[config.mk]
export PLATFORM = sky130hd
export DESIGN_NAME = start_dip_conditioner
export DESIGN_NICKNAME = d
export VERILOG_FILES = /design/src/rtl/start_dip_pkg.sv /design/src/rtl/start_dip_conditioner_bit_sync.sv /design/src/rtl/start_dip_conditioner.sv
export SDC_FILE = /design/constraint.sdc
export NUM_CORES = 1
export LEC_CHECK = 0
export ABC_AREA = 1
export CORE_ASPECT_RATIO = 0.9
export CORE_UTILIZATION = 54
export DETAILED_ROUTE_END_ITERATION = 10
export HOLD_SLACK_MARGIN = 0.12
export PLACE_DENSITY_LB_ADDON = 0.08
export SLEW_MARGIN = 0
export SYNTH_ARGS = -nofsm -noshare
export SYNTH_HDL_FRONTEND = slang
export SYNTH_SLANG_ARGS = --single-unit
[constraint.sdc]
create_clock -name clk -period 1.93 [get_ports clk]
set_input_delay 0.386 -clock clk [delete_from_list [all_inputs] [get_ports clk]]
set_output_delay 0.386 -clock clk [all_outputs]
set_load 0.1 [all_outputs]
[src/rtl/start_dip_pkg.sv]
// -----------------------------------------------------------------------------
// start_dip_pkg
// Shared types and helpers for the start/DIP input conditioner and the
// wire-buffer sequencer downstream of it.
//   start_state_e : debounce FSM states for the start pushbutton
//   is_legal_dip  : returns 1 for the seven DIP codes the sequencer accepts
// -----------------------------------------------------------------------------
package start_dip_pkg;

    typedef enum logic [1:0] {
        IDLE         = 2'd0,
        PRESS_WAIT   = 2'd1,
        PRESSED      = 2'd2,
        RELEASE_WAIT = 2'd3
    } start_state_e;

    // Legal codes are 0010 through 1000 inclusive.
    function automatic logic is_legal_dip(input logic [3:0] code);
        logic legal;
        case (code)
            4'b0010: legal = 1'b1;
            4'b0011: legal = 1'b1;
            4'b0100: legal = 1'b1;
            4'b0101: legal = 1'b1;
            4'b0110: legal = 1'b1;
            4'b0111: legal = 1'b1;
            4'b1000: legal = 1'b1;
            default: legal = 1'b0;
        endcase
        return legal;
    endfunction

endpackage

[src/rtl/start_dip_conditioner_bit_sync.sv]
// -----------------------------------------------------------------------------
// bit_sync
// Multi-flop synchroniser for one asynchronous input bit.
//   clk : destination clock
//   rst : asynchronous active-high reset, loads RESET_VAL into every stage
//   d   : asynchronous input
//   q   : synchronised output (last stage of the chain)
// -----------------------------------------------------------------------------
module bit_sync #(
    parameter int   SYNC_STAGES = 2,
    parameter logic RESET_VAL   = 1'b0
) (
    input  logic clk,
    input  logic rst,
    input  logic d,
    output logic q
);

    logic [SYNC_STAGES-1:0] chain;

    // Shift the raw bit through the synchroniser chain.
    always_ff @(posedge clk or posedge rst) begin
        if (rst) begin
            chain <= {SYNC_STAGES{RESET_VAL}};
        end else begin
            chain <= {chain[SYNC_STAGES-2:0], d};
        end
    end

    assign q = chain[SYNC_STAGES-1];

endmodule

[src/rtl/start_dip_conditioner.sv]
// -----------------------------------------------------------------------------
// start_dip_conditioner
// Synchronises and debounces the active-low start pushbutton and the 4-bit
// DIP switch bank. An accepted press gives a one-cycle start_pulse when the
// current debounced DIP code is legal, otherwise a one-cycle start_reject.
//   clk          : system clock
//   rst          : asynchronous active-high reset
//   start_n      : raw pushbutton, low = pressed (asynchronous)
//   dip_raw      : raw DIP switches (asynchronous)
//   start_pulse  : one-cycle strobe, press accepted with a legal code
//   start_reject : one-cycle strobe, press accepted with an illegal code
//   dip_code     : debounced DIP value
//   dip_valid    : dip_code is one of the legal codes
//   dip_changed  : one-cycle strobe whenever dip_code is reloaded
// -----------------------------------------------------------------------------
module start_dip_conditioner
    import start_dip_pkg::*;
#(
    parameter int DEBOUNCE_CYCLES = 270000,
    parameter int SYNC_STAGES     = 2
) (
    input  logic       clk,
    input  logic       rst,
    input  logic       start_n,
    input  logic [3:0] dip_raw,
    output logic       start_pulse,
    output logic       start_reject,
    output logic [3:0] dip_code,
    output logic       dip_valid,
    output logic       dip_changed
);

    localparam int               CNT_W    = $clog2(DEBOUNCE_CYCLES);
    localparam logic [CNT_W-1:0] CNT_MAX  = CNT_W'(DEBOUNCE_CYCLES - 1);
    localparam logic [CNT_W-1:0] CNT_ZERO = {CNT_W{1'b0}};
    localparam logic [CNT_W-1:0] CNT_ONE  = CNT_W'(1);

    logic             start_sync;
    logic [3:0]       dip_sync;

    start_state_e     state;
    start_state_e     state_nxt;
    logic [CNT_W-1:0] cnt;
    logic [CNT_W-1:0] cnt_nxt;
    logic             pulse_nxt;
    logic             reject_nxt;

    logic [3:0]       cand;
    logic [CNT_W-1:0] dcnt;

    // Released level is 1 so a reset never looks like a press.
    bit_sync #(
        .SYNC_STAGES (SYNC_STAGES),
        .RESET_VAL   (1'b1)
    ) u_start_sync (
        .clk (clk),
        .rst (rst),
        .d   (start_n),
        .q   (start_sync)
    );

    for (genvar i = 0; i < 4; i++) begin : g_dip_sync
        bit_sync #(
            .SYNC_STAGES (SYNC_STAGES),
            .RESET_VAL   (1'b0)
        ) u_dip_sync (
            .clk (clk),
            .rst (rst),
            .d   (dip_raw[i]),
            .q   (dip_sync[i])
        );
    end

    // Start FSM next-state, counter and strobe decode.
    always_comb begin
        state_nxt  = state;
        cnt_nxt    = cnt;
        pulse_nxt  = 1'b0;
        reject_nxt = 1'b0;
        case (state)
            IDLE: begin
                if (!start_sync) begin
                    state_nxt = PRESS_WAIT;
                    cnt_nxt   = CNT_ZERO;
                end else begin
                    state_nxt = IDLE;
                end
            end
            PRESS_WAIT: begin
                if (start_sync) begin
                    state_nxt = IDLE;
                end else if (cnt == CNT_MAX) begin
                    // Uses dip_valid as registered before this edge, so a
                    // DIP reload on the same edge cannot affect this press.
                    state_nxt  = PRESSED;
                    pulse_nxt  = dip_valid;
                    reject_nxt = !dip_valid;
                end else begin
                    cnt_nxt = cnt + CNT_ONE;
                end
            end
            PRESSED: begin
                if (start_sync) begin
                    state_nxt = RELEASE_WAIT;
                    cnt_nxt   = CNT_ZERO;
                end else begin
                    state_nxt = PRESSED;
                end
            end
            RELEASE_WAIT: begin
                if (!start_sync) begin
                    // Release bounce: back to held, no new strobe.
                    state_nxt = PRESSED;
                end else if (cnt == CNT_MAX) begin
                    state_nxt = IDLE;
                end else begin
                    cnt_nxt = cnt + CNT_ONE;
                end
            end
            default: begin
                state_nxt = IDLE;
                cnt_nxt   = CNT_ZERO;
            end
        endcase
    end

    // Start FSM state, counter and registered strobes.
    always_ff @(posedge clk or posedge rst) begin
        if (rst) begin
            state        <= IDLE;
            cnt          <= CNT_ZERO;
            start_pulse  <= 1'b0;
            start_reject <= 1'b0;
        end else begin
            state        <= state_nxt;
            cnt          <= cnt_nxt;
            start_pulse  <= pulse_nxt;
            start_reject <= reject_nxt;
        end
    end

    // DIP debounce: candidate tracking, saturating stability counter and
    // reload of the published code once the candidate has been stable long
    // enough and differs from what is currently published.
    always_ff @(posedge clk or posedge rst) begin
        if (rst) begin
            cand        <= 4'b0000;
            dcnt        <= CNT_ZERO;
            dip_code    <= 4'b0000;
            dip_valid   <= 1'b0;
            dip_changed <= 1'b0;
        end else begin
            if (dip_sync != cand) begin
                cand <= dip_sync;
                dcnt <= CNT_ZERO;
            end else if (dcnt != CNT_MAX) begin
                dcnt <= dcnt + CNT_ONE;
            end else begin
                dcnt <= dcnt;
            end

            if ((dcnt == CNT_MAX) && (cand != dip_code)) begin
                dip_code    <= cand;
                dip_valid   <= is_legal_dip(cand);
                dip_changed <= 1'b1;
            end else begin
                dip_changed <= 1'b0;
            end
        end
    end

endmodule

# Yosys cells after proc, flatten, opt, wreduce, memory -nomap -nowiden
# Cells that the tools add are included.
[op_classes] n_addsub=2 eq_ne=21 mux=23 reduce_logical=7
[op_table] operator="2-to-1 mux 19 bit" count=7
[op_table] operator="one-hot mux 19 bit (4 select lines)" count=1
[op_table] operator="adder 19 x 1 -> 19 bit (second input constant)" count=2
[op_table] operator="== test 19 bit (second input constant)" count=2
[op_table] operator="inequality test 19 bit (second input constant)" count=1
[op_table] operator="== test 4 x 3 -> 1 bit (second input constant)" count=4
[op_table] operator="2-to-1 mux 1 bit" count=10
[op_table] operator="== test 4 x 2 -> 1 bit (second input constant)" count=2
[op_table] operator="2-to-1 mux 2 bit" count=4
[op_table] operator="inequality test 4 bit" count=2
[op_table] operator="one-hot mux 2 bit (4 select lines)" count=1
[op_table] operator="OR reduction 7 bit" count=1
[op_table] operator="== test 2 bit (second input constant)" count=2
[op_table] operator="== test 4 bit (second input constant)" count=1
[op_table] operator="inequality test 2 x 1 -> 1 bit (second input constant)" count=2
[op_table] operator="inequality test 2 bit (second input constant)" count=2
[op_table] operator="AND reduction 4 bit" count=1
[op_table] operator="inequality test 3 x 2 -> 1 bit (second input constant)" count=1
[op_table] operator="inequality test 3 bit (second input constant)" count=1
[op_table] operator="== test 2 x 1 -> 1 bit (second input constant)" count=1
[op_table] operator="zero test 2 bit" count=1
[op_table] operator="AND reduction 2 bit" count=1
[op_table] operator="nonzero test 2 bit" count=1
[op_table] operator="logical AND 1 bit" count=1
[op_table] operator="zero test 1 bit" count=1
[word_totals] regBits=62 word_cells=67

# Logic depth before layout (Yosys ltp)
[depth] depth_word=4 depth_mapped=10

# Hierarchy
# Synthesis repeated with hierarchy kept, for this count alone.
[hier_totals] hier_cells=419 hier_area_um2=3213.1
[by_module_without_submodules] module="start_dip_conditioner" n_inst=1 cells_per_inst=404 area_each_um2=2941.6 seq_area_each_um2=1301.2
[by_module_without_submodules] module="bit_sync (g_dip_sync[0].u_dip_sync ...)" n_inst=4 cells_per_inst=3 area_each_um2=53.8 seq_area_each_um2=50.0
[by_module_without_submodules] module="bit_sync (u_start_sync)" n_inst=1 cells_per_inst=3 area_each_um2=56.3 seq_area_each_um2=52.6

# Least setup slack after synthesis
# No wires, ideal clock.
[synth_timing] path_type="reg2reg" start="reg dip_code[3]" end="reg dip_valid" t_arrival_ns=1.488 required_time_ns=1.808 setup_slack_ns=0.320 path_stages_with_launch=7 n_path_buf=0 path_cell_list="dfrtp_1 xor2_1 nor2_1 nand2_1 nand3_1 nand2_1 nand2_1"
[synth_between] elab_chain_cells=2
[synth_lines] item="start, declared" line_no="start_dip_conditioner.sv:28" rtl="output logic [3:0] dip_code,"
[synth_lines] item="start signal, assigned" line_no="start_dip_conditioner.sv:163" rtl="dip_code <= cand;"
[synth_lines] item="inequality test 4 bit" line_no="start_dip_conditioner.sv:162" rtl="if ((dcnt == CNT_MAX) && (cand != dip_code)) begin"
[synth_lines] item="logical AND 1 bit" line_no="start_dip_conditioner.sv:162"
[synth_lines] item="end signal, assigned" line_no="start_dip_conditioner.sv:164" rtl="dip_valid <= is_legal_dip(cand);"
[synth_lines] item="end, declared" line_no="start_dip_conditioner.sv:29" rtl="output logic dip_valid,"
# Every way passes these cells.
# A chain may end at the register's enable or synchronous reset.

# Worst setup path in the final report
[layout_timing] start="reg cnt[0]" end="reg cnt[16]"
[layout_between] elab_chain_cells=4
[layout_lines] item="start, declared" line_no="start_dip_conditioner.sv:43" rtl="logic [CNT_W-1:0] cnt;"
[layout_lines] item="start signal, assigned" line_no="start_dip_conditioner.sv:136" rtl="cnt <= cnt_nxt;"
[layout_lines] item="adder 19 x 1 -> 19 bit / == test 19 bit (equally long branches)"
[layout_lines] item="2-to-1 mux 19 bit *" line_no="start_dip_conditioner.sv:92, start_dip_conditioner.sv:114"
[layout_lines] item="2-to-1 mux 19 bit (on tied branches)" line_no="start_dip_conditioner.sv:111, start_dip_conditioner.sv:90"
[layout_lines] item="one-hot mux 19 bit (4 select lines) *" line_no="start_dip_conditioner.sv:80" rtl="case (state)"
# Every way passes the cells marked *; elsewhere a longest branch is shown, timed or not. The select of a mux whose other input is x is not followed.

==> impl_results.md <==
* Synthesis-to-layout area growth at 12.6%
* Die height at 76.7 µm
* Tmin final at 1.73 ns
* Netlist cell types at 28
* Cts repair resizes at 0
* Area of the multi-input gates at 1550 µm²
* DRT Wirelength at 6490 µm
* Core Util, Final at 64.7%
* Critical path type: reg2reg
* Simple-gate area share of the yosys netlist at 36.7%
* Core outline area at 5820 µm²
* Slew @ Worst Pin at 0.454 ns
* Clock slew at reported path FFs at 0.07 ns
* Pre-Repair DR Iteration Count at 4
* Relative slew slack at 69.7%
* Post-Place Cells at 510
* Port Buffers at 14
* Clock Path Buffers at 2
* Hold Path Stages at 0
* Largest net degree at the start of global routing at 63
* Most frequent cells in the layout: 123 x nand2_1, 65 x nor2_1, 60 x dfrtp_1
* Die Wd at 85.0 µm
* Setup-failing EPs final at 0
* Post-synthesis cell area at 3350 µm²
* Pwr Density at 671 nW/µm²
* Adder-Cell Fraction of Synth Area at 0.748%
* CTS H-tree depth at 3
* Post-CTS setup buffer count at 0
* RSZ-0062 raised after global routing: no
* Leakage power total at 1.77 nW
* Ranking of synthesized cells by area: dfrtp_1 45%, nand2_1 14%, nor2_1 7.3%, nand3_1 6.6%, inv_1 5.2%
* Worst-Skew Late Latency at 0.34 ns
* Layout cells sized above 1 at 11.4%
* GR Util met1 at 34.3%
* Final Hold Fails at 0
* CTS Buf Count at 9
* Global route hottest layer: met1
* Crit path arrival time at 2.01 ns
* M2 GR Usage at 32.3%
* Synth Area in XOR/XNOR at 5.23%
* Post-synth net total at 440
* Initial DRC count at 150
* Period utilization at 89.4%
* # hold bufs at CTS at 0
* I/O pin count at 15
* Die footprint at 6520 µm²
* Most common cell after layout, fill and taps aside: nand2_1
* Global routing usage on met3 at 6.03%
* Worst Setup Start Kind: flop
* Slew Limit Fails at 0
* Overflow after GRT at 0
* Setup_tns at 0 ns
* Top cell type's share of synthesized area at 44.9%
* Layout Cells excl Fill at 526
* DRC violations left at 0
* Num rows at 26
* Critical path fanouts, max at 17
* CTS root buffer: clkbuf_8
* Initial antenna violation count at 0
* # diodes at 0
* Worst Setup End Kind: flop
* Tot GR Track Use at 23.1%
* Vias/cell at 5.12
* Largest family of logic cells by synthesized area: simple AND/OR/NAND/NOR gates
* Primary FF master, synth: dfrtp_1
* Sequential area share after synthesis at 46.4%
* DR WL/cell at 12.3 µm
* DPL Wire Length at 4580 µm
* Synthesized flop and latch total at 62
* Layout Skew at 0.00713 ns
* Mux share of post-synthesis cell area at 0%
* Peak Freq at 579 MHz
* Run status: complete, no violations
* Nets at 460
* Antenna viol nets, final at 0
* Synth Instances at 431
* Warnings from Yosys at 0
* Vias in the first global route at 2493
* Count of flip-flops with a built-in enable after synthesis at 0
* Hold Slack at 0.347 ns
* CTS sink count at 62
* Critical Path RT at 2.21 ns
* Reg area at 1550 µm²
* Via count at 2694
* First-pass GRT wire length at 11700 µm
* Maximum VDD drop at 0.529 mV
* R2R depth at 8
* Complex-gate fraction of the synthesized area at 3.55%
* Filler instances at 524
* Placer congestion estimate at 0.872
* Post-synth top area cell: dfrtp_1
* Worst hold path type: reg2reg
* Post-synth ARST share at 100%
* TritonCTS clock tree: done
* Initial Utilization at 57.5%
* MaxCap Viol Count at 0
* Mean post-synth cell area at 7.77 µm²
[metal layers]
layer	up-vias	wire length, µm
li1	1394	-
met2	50	2710
met3	10	280
met5	-	0
met1	1240	3400
met4	0	87
[critical path, cell delays in order, from the launching register on]
cell,delay (ns)
dfrtp_1,0.44
ha_1,0.28
inv_1,0.11
nor2_4,0.06
nand3_4,0.12
nor2_8,0.05
nor2_4,0.36
nand3_1,0.14
nand2_1,0.09
[registers in the layout, summed over array words and instances (netlist names), named ones only]
register                     cells
dcnt                            19
dip_changed                      1
start_pulse                      1
dip_code                         4
cnt                             19
start_reject                     1
cand                             4
dip_valid                        1
u_start_sync.chain               2
g_dip_sync.u_dip_sync.chain      8
state                            1
[synth_stat cells (all sizes together) (2+ instances only)]
cell type / count
a21oi: 8
buf: 6
clkbuf: 4
dfrtp: 60
dfstp: 2
ha: 2
inv: 47
nand2: 127
nand3: 52
nand3b: 4
nand4: 5
nor2: 71
nor3: 8
o21ai: 9
o21bai: 3
xnor2: 3
xor2: 17
[cell families after synthesis]
family,Yosys count
XOR/XNOR,20
flip-flops,62
adder cells (fa/ha/maj),2
AO/OA/AOI/OAI,20
AND/OR/NAND/NOR,269
buffers and inverters,58
[power by group]
part	switching, mW	internal, mW
Sequential	0.0395	1.34
Combinational	0.116	0.0645
Clock	0.514	0.460
Total	0.669	1.86
[metrics by stage]
step | instance area [µm²] | power, mW | setup WS (ns)
final | 3770 | 2.53 | 0.204
after floorplan | 3350 | 1.53 | 0.00591
after CTS | 3770 | 2.57 | 0.205
after global placement | 3600 | 1.58 | 0.299
after global routing | 3770 | 2.66 | 0.0273
after detailed placement | 3600 | 1.58 | 0.227
[final cells by class]
cell class,count,area share (%)
Clock buffer,10,3.39
Clock inverter,6,1.03
Inverter,48,4.78
Multi-Input combinational cell,311,41.1
Sequential cell,62,41.2
Tap cell,70,2.32
Timing Repair Buffer,19,6.17
[final timing paths]
path                       slack, ns                           endpoint                               from
max                             0.20                            cnt[16]                             cnt[0]
min                             0.35  g_dip_sync[2].u_dip_sync.chain[1]  g_dip_sync[2].u_dip_sync.chain[0]
min in group asynchronous       0.41                             cnt[0]                                rst
max reg2reg                     0.20                            cnt[16]                             cnt[0]
max in group asynchronous       1.22              u_start_sync.chain[1]                                rst
min reg2reg                     0.35  g_dip_sync[2].u_dip_sync.chain[1]  g_dip_sync[2].u_dip_sync.chain[0]
No activity file was read; power rests on OpenSTA's default activity.
==> RTL edit 1: new RTL, config.mk and constraints unchanged <==
Set the parameter `DEBOUNCE_CYCLES` to 67500 (it was 270000).
--- a/src/rtl/start_dip_conditioner.sv
+++ b/src/rtl/start_dip_conditioner.sv
@@ -17,5 +17,5 @@
     import start_dip_pkg::*;
 #(
-    parameter int DEBOUNCE_CYCLES = 270000,
+    parameter int DEBOUNCE_CYCLES = 67500,
     parameter int SYNC_STAGES     = 2
 ) (
Formal check against the unedited RTL: same outputs for any inputs over 10 cycles, from zero or initial values and one cycle with rst high; that may be too few to reach the edited logic, so the function may still have changed.
==> RTL edit 1 against the original RTL <==
Final area is 5.0% lower; synthesized cell count is 7.7% lower; routed wire length is 7.2% lower; power is 5.8% lower; area after synthesis is 5.6% lower; setup slack better by 6.5 ps; fmax is 0.38% higher; critical path depth stayed put; sequential cell count is 4 lower; critical path type unchanged; critical endpoint is now cnt[3]; largest power group unchanged.
==> RTL edit 1: results (changes against the original RTL) <==
Pin count of the biggest net entering global routing: 59 (-6.3%). The worst supply voltage drop on vdd came out at 0.517 mV (-2.3%). The static leakage was 1.61 nW (-9.0%); the synthesized area per cell was 7.94 um2 (+2.2%). The overall global routing resource usage was 22.8% (-0.25 points).

The tools report the routed wire length as 6.02 mm (-7.2%). The largest fanout on the critical path was 19 (+2). The tools report the tightest hold margin as 350 ps (+2.65 ps). The tools report the clock-net power as 983 uW (+0.9%). After synthesis, the cell types taking the most area are sky130_fd_sc_hd__dfrtp_1 44%, sky130_fd_sc_hd__nand2_1 10%, sky130_fd_sc_hd__nor2_1 6.7%. The total instance count after detailed placement came out at 477 (-6.5%). The largest registers in the layout are cnt: 17 flops, dcnt: 17 flops, g_dip_sync.u_dip_sync.chain: 8 flops. The logs give 211 ps (+6.51 ps) for the final worst slack and 3410 um2 (-5.4%) for the area of placed instances. For the number of nets in the layout, the log shows 427 (-7.2%). The worst register-to-register path ends at cnt[3].

The logs give 147 (-2.0%) for the iteration-0 DRC count of the detailed router and 136 uW (-24%) for the combinational logic power. The tools report the arrival time of the worst setup path as 1980 ps (-30 ps). The first-pass GRT wire length was 10.2 mm (-13%). The worst slack at placement came out at 208 ps (-18.7 ps). The run finished with clean final reports. The adder-cell share of the synthesized area is 0.792% (+0.044 points), and the half-perimeter wire length after detailed placement is 4.34 mm (-5.3%). The run gives 0.900 (+3.2%) as the placer congestion estimate. The xor and xnor area share after synthesis is 3.88% (-1.4 points), and the power dissipated in sequential cells is 1.27 mW (-8%). The total number of vias is 2465 (-8.5%). The fraction of final layout cells with drive strength greater than 1 is 16.6% (+5.2 points).
## RTL edit 1: worst max-delay path, stage by stage (launching register included)
cell and delay [ps]:
sky130_fd_sc_hd__dfrtp_1 430, sky130_fd_sc_hd__ha_1 330, sky130_fd_sc_hd__nand3_1 160, sky130_fd_sc_hd__nor2_4 140, sky130_fd_sc_hd__nand3_4 120, sky130_fd_sc_hd__nand2_8 180, sky130_fd_sc_hd__buf_4 190, sky130_fd_sc_hd__nand2_2 50
sky130_fd_sc_hd__o21ai_2 50
## RTL edit 1: per-layer routing
layer	up-vias	routed length [um]	GRT usage [%]
li1	1296	-	-
met1	1122	3020	30.2
met2	36	2620	33.3
met3	11	275	9.94
met4	0	101	8.24
met5	-	0	0
## RTL edit 1: area by class of cell
class,instances,area (um2)
multi-input combinational,275,1420
sequential,58,1450
clock buffer,13,159
tap,70,87.6
clock inverter,2,12.5
timing repair buffer,19,245
fill,467,2080
inverter,55,206
==> RTL edit 2: new RTL, config.mk and constraints unchanged <==
Made on the original files. Register the output `start_reject` once more, with the module's reset; this adds one clock of latency there. The other outputs are not delayed to match. Comments in the files are not updated.
--- a/src/rtl/start_dip_conditioner.sv
+++ b/src/rtl/start_dip_conditioner.sv
@@ -35,4 +35,6 @@
     localparam logic [CNT_W-1:0] CNT_ZERO = {CNT_W{1'b0}};
     localparam logic [CNT_W-1:0] CNT_ONE  = CNT_W'(1);
+
+    logic start_reject_s0;
 
     logic             start_sync;
@@ -131,10 +133,10 @@
             cnt          <= CNT_ZERO;
             start_pulse  <= 1'b0;
-            start_reject <= 1'b0;
+            start_reject_s0 <= 1'b0;
         end else begin
             state        <= state_nxt;
             cnt          <= cnt_nxt;
             start_pulse  <= pulse_nxt;
-            start_reject <= reject_nxt;
+            start_reject_s0 <= reject_nxt;
         end
     end
@@ -170,4 +172,12 @@
     end
 
+    always_ff @(posedge clk or posedge rst) begin
+        if (rst) begin
+            start_reject <= '0;
+        end else begin
+            start_reject <= start_reject_s0;
+        end
+    end
+
 endmodule
 
Behaviour: no difference found for any inputs over 10 cycles, from zero or initial values and one cycle with rst high; that may be too few to reach the edited logic, so the function may still have changed.
==> RTL edit 2 against the original RTL <==
Count of clock-buffer cells in the layout up 1; routed wire length up 0.82%; synthesized cell count up 0.23%; area after synthesis up 0.75%; sequential cell count up 1; final area up 2.3%; power up 12%; setup slack better by 32 ps; global-route usage down 0.87 points.
==> RTL edit 2: results (changes against the original RTL) <==
The flow ran to the end, and the final reports show no timing, DRC or antenna violations. The tools report the first-pass GRT wire length as 11.6 mm (-1.6%). The tools report the static leakage as 1.80 nW (+1.7%). The run gives 2542 (+2.0%) as the via count of the first global-routing pass.

The average wire per cell in the routed design is 12.4 um (+0.63%), and the placer congestion estimate is 0.865 (-0.78%). Fraction of final layout cells with drive strength greater than 1: 11.4% (-0.025 points). The tools report the met1 track utilization from global routing as 32.9% (-1.4 points).

Power attributed to combinational cells is 181 uW. The worst-case headroom to the max-slew limit is 70.2% (+0.52 points), and the wire length the detailed router placed on met1 is 3.51 mm (+3.2%). The total number of vias is 2679 (-0.56%). The tools report the overall global routing resource usage as 22.2% (-0.87 points). The share of synthesized area spent on multiplexers works out to 0% (unchanged). The worst clock skew on the final layout was 6.15 ps (-0.978 ps). The half-perimeter wire length after detailed placement is 4.61 mm (+0.50%). For the pin count of the biggest net entering global routing, the log shows 64 (+1.6%). At the later pin of the worst-skew pair, clock insertion delay measures 330 ps.

The fraction of met3 tracks used by global routing came out at 5.81% (-0.22 points). The total instance count after detailed placement was 511 (+0.20%). The largest delay contributor family on the critical path is simple AND/OR/NAND/NOR gates. The met3 layer wire length in the routed design came out at 217 um (-23%). The logs give 0 (unchanged) for the count of antenna diodes in the layout and 57.6% (+0.11 points) for the initial cell density of the core. The arrival time of the worst setup path came out at 1960 ps (-50 ps). The count of warnings emitted by yosys is 0 (unchanged). The adder-cell share of the synthesized area was 0.742% (-0.0055 points); the CTS clock-pin slew for the worst setup and hold paths was 70 ps (about the same). The worst supply voltage drop on vdd is 0.597 mV (+13%). The share of the synthesized area in compound gates (AO/OA/AOI/OAI) came out at 3.53% (-0.026 points). The run gives 2.85 mW (+12%) as the total design power. Yosys attributes the largest share of cell area to sky130_fd_sc_hd__dfrtp_1 45%, sky130_fd_sc_hd__nand2_1 14%, sky130_fd_sc_hd__nor2_1 7.2%. The maximum buffer depth of the clock tree was 2 (unchanged).

The number of standard cells in the final layout excluding fillers came out at 527 (+0.19%). The run gives 242 ps (+15.0 ps) as the worst slack at placement. The number of nets in the synthesized netlist came out at 441 (+0.23%).

By count the netlist is led by 123 x sky130_fd_sc_hd__nand2_1, 65 x sky130_fd_sc_hd__nor2_1, 61 x sky130_fd_sc_hd__dfrtp_1. The net switching component of the power came out at 661 uW (-1.2%). The run gives 2.75 mm (+1.5%) as the length of routed met2 wiring. The synthesized area per cell works out to 7.81 um2 (+0.51%).

The xor and xnor area share after synthesis is 5.19% (-0.039 points), and the number of nets in the layout is 461 (+0.22%). The sequential-to-total area share from yosys stat came out at 46.8% (+0.40 points). The iteration-0 DRC count of the detailed router was 144 (-4.0%); the number of antenna violations at the first check in global routing was 0 (unchanged). The count of different cell masters after synthesis came out at 28 (unchanged). The met2 layer usage reported by global route was 32.0% (-0.24 points); the number of cells upsized or downsized after cts was 0 (unchanged). The post-CTS repair timing setup buffer count was 0 (unchanged); the area of placed instances was 3630 um2 (+0.80%).
[RTL edit 2: final timing paths]
check | start | to | slack (ps) | cells past startpoint
max | cnt[0] | cnt[14] | 240 | 8
min | g_dip_sync[3].u_dip_sync.chain[0] | g_dip_sync[3].u_dip_sync.chain[1] | 350 | 0
max reg2reg | cnt[0] | cnt[14] | 240 | 8
min reg2reg | g_dip_sync[3].u_dip_sync.chain[0] | g_dip_sync[3].u_dip_sync.chain[1] | 350 | 0
max in group asynchronous | rst | u_start_sync.chain[0] | 1140 | 3
min in group asynchronous | rst | cnt[0] | 480 | 3
[RTL edit 2: final cells by class]
type	instances	area (um2)
clock buffer	11	141
clock inverter	5	82.6
fill	511	2000
inverter	48	184
multi-input combinational	311	1550
sequential	63	1580
tap	70	87.6
timing repair buffer	19	233
